--- config.mk ---
export PLATFORM = sky130hd
export DESIGN_NAME = mem_access_stage
export DESIGN_NICKNAME = d
export VERILOG_FILES = /design/src/rtl/pipe_pkg.sv /design/src/rtl/mem_access_stage_timer.sv /design/src/rtl/mem_access_stage.sv
export SDC_FILE = /design/constraint.sdc
export NUM_CORES = 1
export LEC_CHECK = 0
export CORE_AREA = 2 2 92 94
export CTS_CLUSTER_SIZE = 28
export DETAILED_ROUTE_END_ITERATION = 7
export DIE_AREA = 0 0 94 96
export PLACE_DENSITY = 0.74
export SLEW_MARGIN = 10
export SYNTH_ARGS = -nofsm -noshare
export SYNTH_HDL_FRONTEND = slang
export SYNTH_SLANG_ARGS = --single-unit
--- constraint.sdc ---
create_clock -name clk -period 1.6 [get_ports clk]
set_input_delay 0.4 -clock clk [delete_from_list [all_inputs] [get_ports clk]]
set_output_delay 0.4 -clock clk [all_outputs]
set_load 0.005 [all_outputs]
--- src/rtl/pipe_pkg.sv ---
// Types and constants shared by the MEM stage of the pipeline.
package pipe_pkg;
  localparam int DW = 16;
  localparam int REG_AW = 4;

  typedef enum logic [1:0] {IDLE, BUSY, DONE} mem_state_t;

  typedef struct packed {
    logic              valid;
    logic [REG_AW-1:0] wb_reg;
    logic              we;
    logic [DW-1:0]     data;
  } mem_wb_t;
endpackage

--- src/rtl/mem_access_stage_timer.sv ---
// Wait-cycle counter for an outstanding data-memory request.
module mem_wait_timer #(
  parameter int TIMEOUT = 15
) (
  input  logic clk,
  input  logic rst,
  input  logic clear,
  input  logic en,
  output logic expire
);
  localparam int W = $clog2(TIMEOUT + 1);

  logic [W-1:0] cnt_q;

  always_ff @(posedge clk) begin
    if (rst || clear)
      cnt_q <= '0;
    else if (en && !expire)
      cnt_q <= cnt_q + 1'b1;
  end

  assign expire = (cnt_q == W'(TIMEOUT - 1));
endmodule

--- src/rtl/mem_access_stage.sv ---
// MEM stage: req/ack access to data memory, stalls EX/MEM, owns MEM/WB.
module mem_access_stage #(
  parameter int DW = 16,
  parameter int AW = 16,
  parameter int TIMEOUT = 15
) (
  input  logic                        clk,
  input  logic                        rst,
  input  logic                        valid_in,
  input  logic [DW-1:0]               alu_result_in,
  input  logic [DW-1:0]               store_data_in,
  input  logic                        mem_write_in,
  input  logic                        mem_read_in,
  input  logic [pipe_pkg::REG_AW-1:0] wb_reg_in,
  input  logic                        reg_write_in,
  output logic                        stall_n_out,
  output logic                        mem_req_out,
  output logic                        mem_we_out,
  output logic [AW-1:0]               mem_addr_out,
  output logic [DW-1:0]               mem_wdata_out,
  input  logic                        mem_ack_in,
  input  logic [DW-1:0]               mem_rdata_in,
  output logic                        wb_valid_out,
  output logic [DW-1:0]               wb_data_out,
  output logic [pipe_pkg::REG_AW-1:0] wb_reg_out,
  output logic                        reg_write_out,
  output logic                        err_timeout_out,
  output logic                        err_misalign_out
);
  import pipe_pkg::*;

  mem_state_t    state_q, state_d;
  mem_wb_t       wb_q;
  logic [DW-1:0] rdata_q;
  logic [DW-1:0] wb_data_d;
  logic          is_mem, access, misalign;
  logic          issue, busy, stall_n, expire;

  assign is_mem   = valid_in & (mem_read_in | mem_write_in);
  assign access   = is_mem & ~alu_result_in[0];
  assign misalign = is_mem & alu_result_in[0];
  assign busy     = (state_q == BUSY);
  assign issue    = (state_q == IDLE) & access;
  assign stall_n  = ~(issue | busy);

  mem_wait_timer #(.TIMEOUT(TIMEOUT)) u_timer (
    .clk    (clk),
    .rst    (rst),
    .clear  (~busy),
    .en     (busy),
    .expire (expire)
  );

  always_comb begin
    state_d = state_q;
    unique case (state_q)
      IDLE:    if (access) state_d = BUSY;
      BUSY:    if (mem_ack_in || expire) state_d = DONE;
      DONE:    state_d = IDLE;
      default: state_d = IDLE;
    endcase
  end

  // Loads retire the captured read data; everything else the ALU result.
  always_comb begin
    wb_data_d = alu_result_in;
    unique case (1'b1)
      (state_q == DONE) && mem_read_in: wb_data_d = rdata_q;
      default:                          wb_data_d = alu_result_in;
    endcase
  end

  always_ff @(posedge clk) begin
    if (rst) begin
      state_q          <= IDLE;
      mem_req_out      <= 1'b0;
      mem_we_out       <= 1'b0;
      mem_addr_out     <= '0;
      mem_wdata_out    <= '0;
      rdata_q          <= '0;
      err_timeout_out  <= 1'b0;
      err_misalign_out <= 1'b0;
      wb_q             <= '0;
    end else begin
      state_q          <= state_d;
      err_misalign_out <= misalign & stall_n;
      if (issue) begin
        mem_req_out   <= 1'b1;
        mem_we_out    <= mem_write_in;
        mem_addr_out  <= alu_result_in[AW-1:0];
        mem_wdata_out <= store_data_in;
      end
      if (busy && mem_ack_in) begin
        mem_req_out <= 1'b0;
        rdata_q     <= mem_rdata_in;
      end else if (busy && expire) begin
        mem_req_out     <= 1'b0;
        rdata_q         <= '0;
        err_timeout_out <= 1'b1;
      end
      if (stall_n) begin
        wb_q.valid  <= valid_in;
        wb_q.wb_reg <= wb_reg_in;
        wb_q.we     <= reg_write_in & valid_in & ~misalign;
        wb_q.data   <= wb_data_d;
      end else begin
        wb_q.valid <= 1'b0;
        wb_q.we    <= 1'b0;
      end
    end
  end

  assign stall_n_out   = stall_n;
  assign wb_valid_out  = wb_q.valid;
  assign wb_reg_out    = wb_q.wb_reg;
  assign reg_write_out = wb_q.we;
  assign wb_data_out   = wb_q.data;
endmodule
==> results by group <==
Synth
  – Ys flop type: dfxtp_1
  – Syn_area_per_cell: 9.48 sq um
  – Count leader, synth: dfxtp_1
  – Mapped cell area: 3070 sq um
  – Post-Synth Simple-Gate Area: 0.163
  – Cells after Synth: 324
  – Synth area leader: dfxtp_1
  – Compound-Gate Fraction of Synth Area: 0.202
  – Sequential area share after synthesis: 0.521
  – Post-synth EDFFs: 0
  – Ys Warns: 0
  – Largest family of logic cells by synthesized area: compound AO/OA/AOI/OAI gates
  – Post-synth top cells: 80 x dfxtp_1, 68 x nand2_1, 39 x a21oi_1
  – Library cells used by synthesis: 36
  – Post-synthesis xor/xnor area fraction: 0
  – Synth Register Bits: 80
  – Top cell type's share of synthesized area: 0.521
  – Syn_nets: 385
  – Area contributors post-synth: dfxtp_1 52%, nand2_1 8.3%, a21oi_1 6.4%, mux2i_1 5.2%, a221oi_2 4.9%
  – Async SR Flop Fraction: 0
  – Multiplexer share of the synthesized area: 0.0521
  – Adder-Cell Fraction of Synth Area: 0.00814

Run status
  – Outcome: finished clean

Min path
  – Worst Hold End: mem_we_out
  – WHS Path Cells: 3
  – Worst hold-check path type: in -> reg
  – Hold path startpoint: mem_write_in

Worst setup path
  – Critical path class: reg -> out
  – CP Buf/Inv Count: 1
  – WP data arrival: 1170 ps
  – CP Depth: 1
  – WP data required: 1200 ps
  – Critical-path top delay cell: clkdlybuf4s50_1
  – R2R cell count: 7
  – R2R setup slack: 60 ps
  – R2R Path End: rdata_q[14]
  – Startpoint types: flip-flop
  – CP cell instances: clkdlybuf4s50_1
  – CP max stage delay: 490 ps
  – Cell family with most CP delay: buffers and inverters
  – R2R Path Start: u_timer.cnt_q[0]
  – Element type at the critical path end: primary output
  – CP max FO: 2

Global routing
  – Pin count of the biggest net entering global routing: 36
  – Gr ovfl total: 0
  – GRT Total Usage: 0.193
  – Vias in the first global route: 2815
  – Initial antenna violation count: 0
  – First-pass GRT wire length: 13500 um

Cells and area
  – Layout cells sized above 1: 0.209
  – Antenna Cells: 0
  – Post-route cell area: 4840 sq um
  – Nets: 520
  – Area Overhead vs Synth: 57.6%

Die
  – Die Wd: 94 um
  – Top Ports: 118
  – Core footprint: 8050 sq um
  – Row cnt: 33
  – Die Height: 96 um
  – Starting Density: 0.382
  – DIE AREA: 9020 sq um

Drt
  – 1st-pass router iterations: 4
  – # DRC: 0
  – DRT iter0 DRCs: 63
  – Antenna viol nets, final: 0
  – Routed Wire Length: 8860 um
  – DR WL/cell: 15.6 um
  – Via count: 2806
  – Routed vias/inst: 4.93

STA
  – Period utilization: 0.979
  – Max Clock Skew: 4.59 ps
  – Final Max Slew Viols: 0
  – Hold_ws: 303 ps
  – Max_slew headroom: 0.824
  – RSZ-0062 raised after global routing: false
  – Max Clk Rate: 0.638 GHz
  – Worst-Margin Slew: 263 ps
  – Final setup violation count: 0
  – Final WS setup: 33.8 ps
  – Final min period: 1570 ps
  – Final hold violation count: 0

Clock tree
  – CTS root buffer: clkbuf_8
  – CTS sink cnt: 80
  – CTS Buf Count: 9
  – CTS tree: done
  – Max Root-Sink Buffers: 2
  – Clk slew on worst S/H paths: 80 ps
  – CTS H-tree depth: 3
  – Clk_lat worst skew: 350 ps
  – # hold bufs at CTS: 0

Job
  – Max-Cap Viols: 0

Power and ir drop
  – Worst vdd ir: 0.502 mV
  – Power per cell area: 919 nW/um^2
  – Leak pwr: 2.43 nW

Placed design
  – Final HPWL DP: 6330 um
  – Port Buffers: 117
  – Pre-CTS setup slack: -762 ps
  – Final GP Congestion: 0.764
  – Post-DP Area: 4510 sq um
-- where the power goes --
| group | leakage, nW | total, W | switching (W) | internal, W |
|---|---|---|---|---|
| Combinational | 1.66 | 0.000689 | 0.000297 | 0.000392 |
| Sequential | 0.662 | 0.00214 | 0.0000480 | 0.00209 |
| Clock | 0.110 | 0.00162 | 0.000740 | 0.000881 |
-- routing by layer --
layer,global-route usage,routed length [um]
met4,0.0664,110
met5,0,0
met3,0.0532,643
met1,0.221,3720
met2,0.346,4390
-- layout make-up --
cell class / instances / area, sq um
Clock inverter: 7 / 95.1
Multi-Input combinational cell: 216 / 1350
Tap cell: 105 / 131
Inverter: 2 / 10.0
Fill cell: 707 / 3210
Timing Repair Buffer: 150 / 1510
Sequential cell: 80 / 1630
Clock buffer: 9 / 124
-- what timing repair did --
action	4_1_cts	5_1_grt
gates cloned	0	1
pin swaps	3	1
gates resized for setup	71	38
setup endpoints to repair	47	40
buffers inserted	1	0
-- tightest hold or removal path: cells and delay by family --
| kind | cells | cell delay [ps] |
|---|---|---|
| and+or+nand+nor | 1 | 50 |
| AOI/OAI and AO/OA | 1 | 50 |
| buffers and inverters | 1 | 110 |
-- cells in the final DEF (no fill, tap or decap), drive strengths merged, types with 2 or more instances in the layout --
master,n
nand2b,2
nor2,25
nor3b,2
and3,3
a221oi,16
dlygate4sd2,31
and2b,2
nand3b,5
nand3,2
dfxtp,80
a22o,15
clkdlybuf4s50,57
clkbuf,10
mux2i,16
dlymetal6s2s,23
buf,38
o21ai,7
nand2,68
ha,2
a31oi,2
nor4b,2
a21oi,40
inv,3
clkinv,3
bufinv,2
-- logic make-up (layout without fill, tap and decap cells) --
logic type,after synthesis,count (layout)
simple gates,114,114
compound gates,84,84
flops,80,80
buf+inv,28,168
mux,16,16
fa+ha+maj,2,2
-- worst max path at each step --
stage	start	endpoint	slack [ps]
after floorplan	mem_write_in	stall_n_out	20
after global placement	mem_write_in	stall_n_out	-740
after detailed placement	mem_write_in	stall_n_out	-760
after CTS	wb_data_out[11]	wb_data_out[11]	1
after global routing	mem_addr_out[12]	mem_addr_out[12]	1
final	mem_addr_out[12]	mem_addr_out[12]	30
-- state kept, by name, summed over array words and instances, names as in the netlist --
register and count:
err_misalign_out 1, err_timeout_out 1, mem_addr_out 16, mem_req_out 1
mem_wdata_out 16, mem_we_out 1, rdata_q 16, reg_write_out 1
state_q 2, u_timer.cnt_q 4, wb_data_out 16, wb_reg_out 4
wb_valid_out 1
-- through the flow --
step                      setup TNS, ps  utilization  instances  total power, W
after detailed placement         -20350        0.561        551         0.00290
after CTS                             0        0.585        568         0.00449
after global placement           -18700        0.561        551         0.00288
final                                 0        0.601        569         0.00445
after global routing                  0        0.601        569         0.00464
after floorplan                       0            -        324         0.00245
No activity file was read; power rests on OpenSTA's default activity.
